$ cat src/rtl/tx_frame_encoder.sv
// Checksum encoder and serial framer: {~popcount(din), din} sent as start, data LSB-first, [parity], stop.
// Optional even-parity bit after the data field is compiled in with TXENC_PARITY_EN.
module tx_frame_encoder #(
    parameter int DATA_W     = 7,
    parameter int CSUM_W     = 3,
    parameter int BIT_CYCLES = 1,
    localparam int FRAME_W   = DATA_W + CSUM_W
) (
    input  logic               clk,
    input  logic               rst,
    input  logic [DATA_W-1:0]  din,
    input  logic               din_valid,
    output logic               din_ready,
    output logic [FRAME_W-1:0] dout_word,
    output logic               dout_valid,
    output logic               tx_serial,
    output logic               tx_busy
);

    localparam int CNT_W = (BIT_CYCLES > 1) ? $clog2(BIT_CYCLES) : 1;
    localparam int IDX_W = $clog2(FRAME_W);

    if (CSUM_W < $clog2(DATA_W + 1)) begin : g_bad_csum
        $error("tx_frame_encoder: CSUM_W too narrow to hold the ones count of DATA_W");
    end

`ifdef TXENC_PARITY_EN
    typedef enum logic [2:0] {IDLE, START, DATA, PAR, STOP} state_t;
`else
    typedef enum logic [2:0] {IDLE, START, DATA, STOP} state_t;
`endif

    state_t             state, state_d;
    logic [CNT_W-1:0]   cnt, cnt_d;
    logic [IDX_W-1:0]   idx, idx_d;
    logic [FRAME_W-1:0] word_d;
    logic               serial_d;
    logic               bit_last, idx_last, accept;

    function automatic logic [CSUM_W-1:0] ones_count(input logic [DATA_W-1:0] v);
        logic [CSUM_W-1:0] n;
        n = '0;
        for (int i = 0; i < DATA_W; i++) begin
            n = n + CSUM_W'(v[i]);
        end
        return n;
    endfunction

    assign bit_last  = (cnt == CNT_W'(BIT_CYCLES - 1));
    assign idx_last  = (idx == IDX_W'(FRAME_W - 1));
    // Ready in IDLE, or in the final cycle of the stop bit so frames chain with no idle gap.
    assign din_ready = (state == IDLE) || ((state == STOP) && bit_last);
    assign accept    = din_valid && din_ready;
    assign tx_busy   = (state != IDLE);

    always_comb begin
        state_d = state;
        cnt_d   = bit_last ? '0 : cnt + CNT_W'(1);
        idx_d   = idx;
        case (state)
            IDLE: begin
                cnt_d = '0;
                idx_d = '0;
                if (accept) state_d = START;
            end
            START: begin
                if (bit_last) state_d = DATA;
            end
            DATA: begin
                if (bit_last) begin
                    if (idx_last) begin
                        idx_d = '0;
`ifdef TXENC_PARITY_EN
                        state_d = PAR;
`else
                        state_d = STOP;
`endif
                    end else begin
                        idx_d = idx + IDX_W'(1);
                    end
                end
            end
`ifdef TXENC_PARITY_EN
            PAR: begin
                if (bit_last) state_d = STOP;
            end
`endif
            STOP: begin
                if (bit_last) state_d = accept ? START : IDLE;
            end
            default: begin
                state_d = IDLE;
                cnt_d   = '0;
                idx_d   = '0;
            end
        endcase
    end

    // The line bit is registered, so it is derived from the state being entered.
    always_comb begin
        word_d   = accept ? {~ones_count(din), din} : dout_word;
        serial_d = 1'b1;
        case (state_d)
            IDLE:    serial_d = 1'b1;
            START:   serial_d = 1'b0;
            DATA:    serial_d = word_d[idx_d];
`ifdef TXENC_PARITY_EN
            PAR:     serial_d = ^word_d;
`endif
            STOP:    serial_d = 1'b1;
            default: serial_d = 1'b1;
        endcase
    end

    always_ff @(posedge clk or posedge rst) begin
        if (rst) begin
            state      <= IDLE;
            cnt        <= '0;
            idx        <= '0;
            dout_word  <= '0;
            dout_valid <= 1'b0;
            tx_serial  <= 1'b1;
        end else begin
            state      <= state_d;
            cnt        <= cnt_d;
            idx        <= idx_d;
            dout_word  <= word_d;
            dout_valid <= accept;
            tx_serial  <= serial_d;
        end
    end

endmodule

$ cat config.mk
export PLATFORM = sky130hd
export DESIGN_NAME = tx_frame_encoder
export DESIGN_NICKNAME = d
export VERILOG_FILES = /design/src/rtl/tx_frame_encoder.sv
export SDC_FILE = /design/constraint.sdc
export NUM_CORES = 1
export LEC_CHECK = 0
export CORE_MARGIN = 2
export CORE_UTILIZATION = 50
export CTS_BUF_LIST = sky130_fd_sc_hd__clkbuf_8 sky130_fd_sc_hd__clkbuf_16
export CTS_CLUSTER_DIAMETER = 150
export DETAILED_ROUTE_END_ITERATION = 10
export PLACE_DENSITY = 0.78
export SLEW_MARGIN = 10
export SYNTH_ARGS = -nofsm -noshare
export SYNTH_HDL_FRONTEND = slang
export SYNTH_SLANG_ARGS = --single-unit
$ cat constraint.sdc
create_clock -name clk -period 5.3 [get_ports clk]
set_input_delay 1.06 -clock clk [delete_from_list [all_inputs] [get_ports clk]]
set_output_delay 1.06 -clock clk [all_outputs]
set_load 0.02 [all_outputs]
==> impl_metrics.tcl <==
set metrics [dict create \
    p_leak_nw 0.6356 \
    hpwl_reported_at_the_end_of_detailed_placement_um 1840 \
    timing.critical_path.arrival_ns 4.36 \
    clkSlewWorstSetupHoldPaths_ns 0.07 \
    num-nets-final 154 \
    largest_family_of_logic_cells_by_synthesized_area "simple AND/OR/NAND/NOR gates" \
    post_route_cells_drive_above_1_share_pct 13.14 \
    setup-tns-final_ns 0 \
    fp.dieH_um 52.42 \
    clock_latency_on_the_worst_skew_pair_ns 0.25 \
    path_max_fanout 2 \
    finalPower_mw 0.5460 \
    netlist_area_um2 1172 \
    timing.hold.worst.start "dout_word[0]$_DFF_PP0_" \
    initial_core_util_pct 53.00 \
    num_vias 924 \
    report.final.setup_viol 0 \
    first_global_vias 949 \
    final_worst_path_period_share_pct 79.12 \
    grt_overflow_total 0 \
    r2r.worst_path.cells 7 \
    hold_class "flip-flop to flip-flop" \
    antenna_cells 0 \
    synth_sequential_area_ratio_pct 40.66 \
    fin_skew_ns 0.001530 \
    required_ns 5.47 \
    port_buffers 23 \
    grt_use_total_pct 22.34 \
    synthCells 113 \
    synth_xor_xnor_area_share_pct 3.842 \
    synth.yosys.warnings 0 \
    drt_pass1_iterations 4 \
    ys_ff_latch 19 \
    crit_path_start_kind "primary input" \
    clock_tree.buffer_depth 2 \
    fmax_mhz 238.5 \
    yosys.area.top_type "dfrtp_1" \
    grt_first_pass_wirelength_um 4353 \
    placed_cell_area_um2 1414 \
    nFillCells 175 \
    r2r-start "state[2]$_DFF_PP0_" \
    routed_wire_length_um 2586 \
    cts_setup_buffers 0 \
    maxCapViolCount 0 \
    adder_cell_share_of_the_synthesized_area_pct 8.965 \
    hold_end "dout_word[0]$_DFF_PP0_" \
    ir_drop_v 0.0003018 \
    synth_compound_area_share_pct 17.18 \
    iteration_0_drc_count_of_the_detailed_router 28 \
    reg2reg_slack_ns 3.12 \
    core_um2 2212 \
    worstSetupPathDepth 10 \
    hold_viol 0 \
    worstSetupPathType "primary input to flip-flop" \
    clock_buffers_created_by_tritoncts 3 \
    post_synth_main_area_contributors "dfrtp_1 38%, fa_1 6.8%, nand2_1 4.8%" \
    holdBufCountCts 0 \
    critical-path-top-delay-family "adder cells" \
    die_w_um 52.42 \
    drc 0 \
    floorplan.die_area_um2 2748 \
    finalHoldWorstSlack_ns 0.5282 \
    largest_net_degree_at_the_start_of_global_routing 20 \
    gp_congestion 0.8735 \
    timing.critical_path.slowest_cell_delay_ns 0.55 \
    syn_nets 129 \
    clock_root_buffer "clkbuf_8" \
    total_i_o_pin_count 24 \
    critical_path_slowest_stage_cell "fa_1" \
    yosys.area_share.simple_pct 18.89 \
    core.rowCount 17 \
    cp.buffers_inverters 2 \
    timing_worst_slew_pin_value_ns 0.7223 \
    finalMaxSlewViolations 0 \
    post_synth.cell_area_avg_um2 10.37 \
    setup_repair_after_global_routing_missed_its_margin "false" \
    final_area_um2 1459 \
    yosysUniqueCellTypes 40 \
    clock_sinks 19 \
    layout-area-overhead-vs-synth_pct 24.44 \
    grt_antenna_before_repair 0 \
    cts_repair_resize_count 0 \
    crit_path_end_kind "flip-flop" \
    route.antenna.remaining_nets 0 \
    clock_tree_from_tritoncts "yes" \
    cts_htree_levels 1 \
    worst_hold_path_depth 2 \
    power.density_cell_area_nw_per_um2 374.2 \
    synth.top_cell.area_share_pct 38.42 \
    reg2reg_to "tx_serial$_DFF_PP1_" \
    synthMuxAreaShare_pct 4.482 \
    critical_path.most_common_cell "fa_1" \
    drt-wirelength-per-cell_um 15.67 \
    drt-vias-per-instance 5.600 \
    critical_path.cell_chain "clkdlybuf4s50_1 > fa_1 > inv_1 > fa_1 > fa_1 > fa_1 > mux2_4 > mux2_2 > a311oi_2 > o32ai_1" \
    max_slew_margin_pct 51.79 \
    layout_min_cycle_time_ns 4.194 \
    status "finished clean" \
]
flip-flops by register name (all words and copies together) (netlist names):
register    flops
dout_valid      1
dout_word      10
idx             4
state           3
tx_serial       1
power breakdown:
group	total [mW]	internal (mW)	leakage, nW	switching (mW)
combinational	0.241	0.114	0.370	0.127
clock	0.0983	0.0515	0.0269	0.0468
sequential	0.207	0.177	0.239	0.0295
total	0.546	0.343	0.636	0.203
routing by layer:
metal  track usage (%)  part of all wire, %  vias up
met5                 0                    0        -
met4             9.829                  3.2        0
met3             3.714                  5.0       13
met2             37.71                   50       41
met1             27.93                   41      430
li1                  -                    -      440
layout make-up:
type                            count  area [um^2]  share of cell area, %
Clock buffer                        3        41.29                  2.830
Clock inverter                      1        3.754                 0.2573
Inverter                           10        42.54                  2.916
Multi-Input combinational cell     81        629.4                  43.14
Sequential cell                    19        476.7                  32.68
Tap cell                           28        35.03                  2.401
Timing Repair Buffer               23        230.2                  15.78
cells in the mapped netlist, drive strengths merged:
cell type,n
a2111oi,1
a21o,2
a21oi,1
a311oi,3
a31oi,6
and2b,1
and4,1
buf,3
conb,1
dfrtp,18
dfstp,1
fa,4
ha,2
inv,10
mux2,4
nand2,16
nand2b,3
nand3,2
nand3b,3
nand4b,1
nor2,7
nor2b,3
nor3b,1
o21ai,11
o22ai,1
o31ai,1
o32ai,1
o41ai,1
or3,1
xnor2,1
xor2,2
through the flow:
stage / utilization, % / cells / setup WS [ns]
6_report: 65.95 / 165 / 1.106
5_1_grt: 65.95 / 165 / 1.034
4_1_cts: 65.95 / 165 / 1.099
3_5_place_dp: 63.91 / 161 / 0.9172
3_3_place_gp: 63.91 / 161 / 0.9955
2_1_floorplan: - / 113 / 1.491
worst max-delay path by stage:
stage	from	to	slack, ns
2_1_floorplan	din[0]	tx_serial$_DFF_PP1_	1.49
3_3_place_gp	din[0]	tx_serial$_DFF_PP1_	1.0
3_5_place_dp	din[0]	tx_serial$_DFF_PP1_	0.92
4_1_cts	din[0]	tx_serial$_DFF_PP1_	1.10
5_1_grt	din[0]	tx_serial$_DFF_PP1_	1.03
6_report	din[0]	tx_serial$_DFF_PP1_	1.11
worst min-delay path, delay by kind of cell (launching register included):
family,cells,cell delay (ns)
flops,1,0.35
simple gates,2,0.14
kinds of logic after synthesis:
family                     count (synthesis)
and+or+nand+nor                           39
AOI/OAI and AO/OA                         28
DFF                                       19
buffers and inverters                     13
adders and majority gates                  6
muxes                                      4
xor gates and xnor gates                   3
other                                      1
cells in the final DEF (no fill, tap or decap), types with 2 or more instances in the layout:
cell type	instances
nand2_1	15
inv_1	9
a311oi_2	2
mux2_2	2
ha_1	2
nor2_1	7
clkbuf_8	3
xor2_1	2
fa_1	4
dfrtp_1	18
a21o_1	2
nor2b_1	3
mux2_4	2
nand3_1	2
nand2b_1	2
o21ai_0	10
clkdlybuf4s50_1	23
a31oi_1	6
nand3b_1	3
Note: power is estimated with default switching activity, not from simulation.
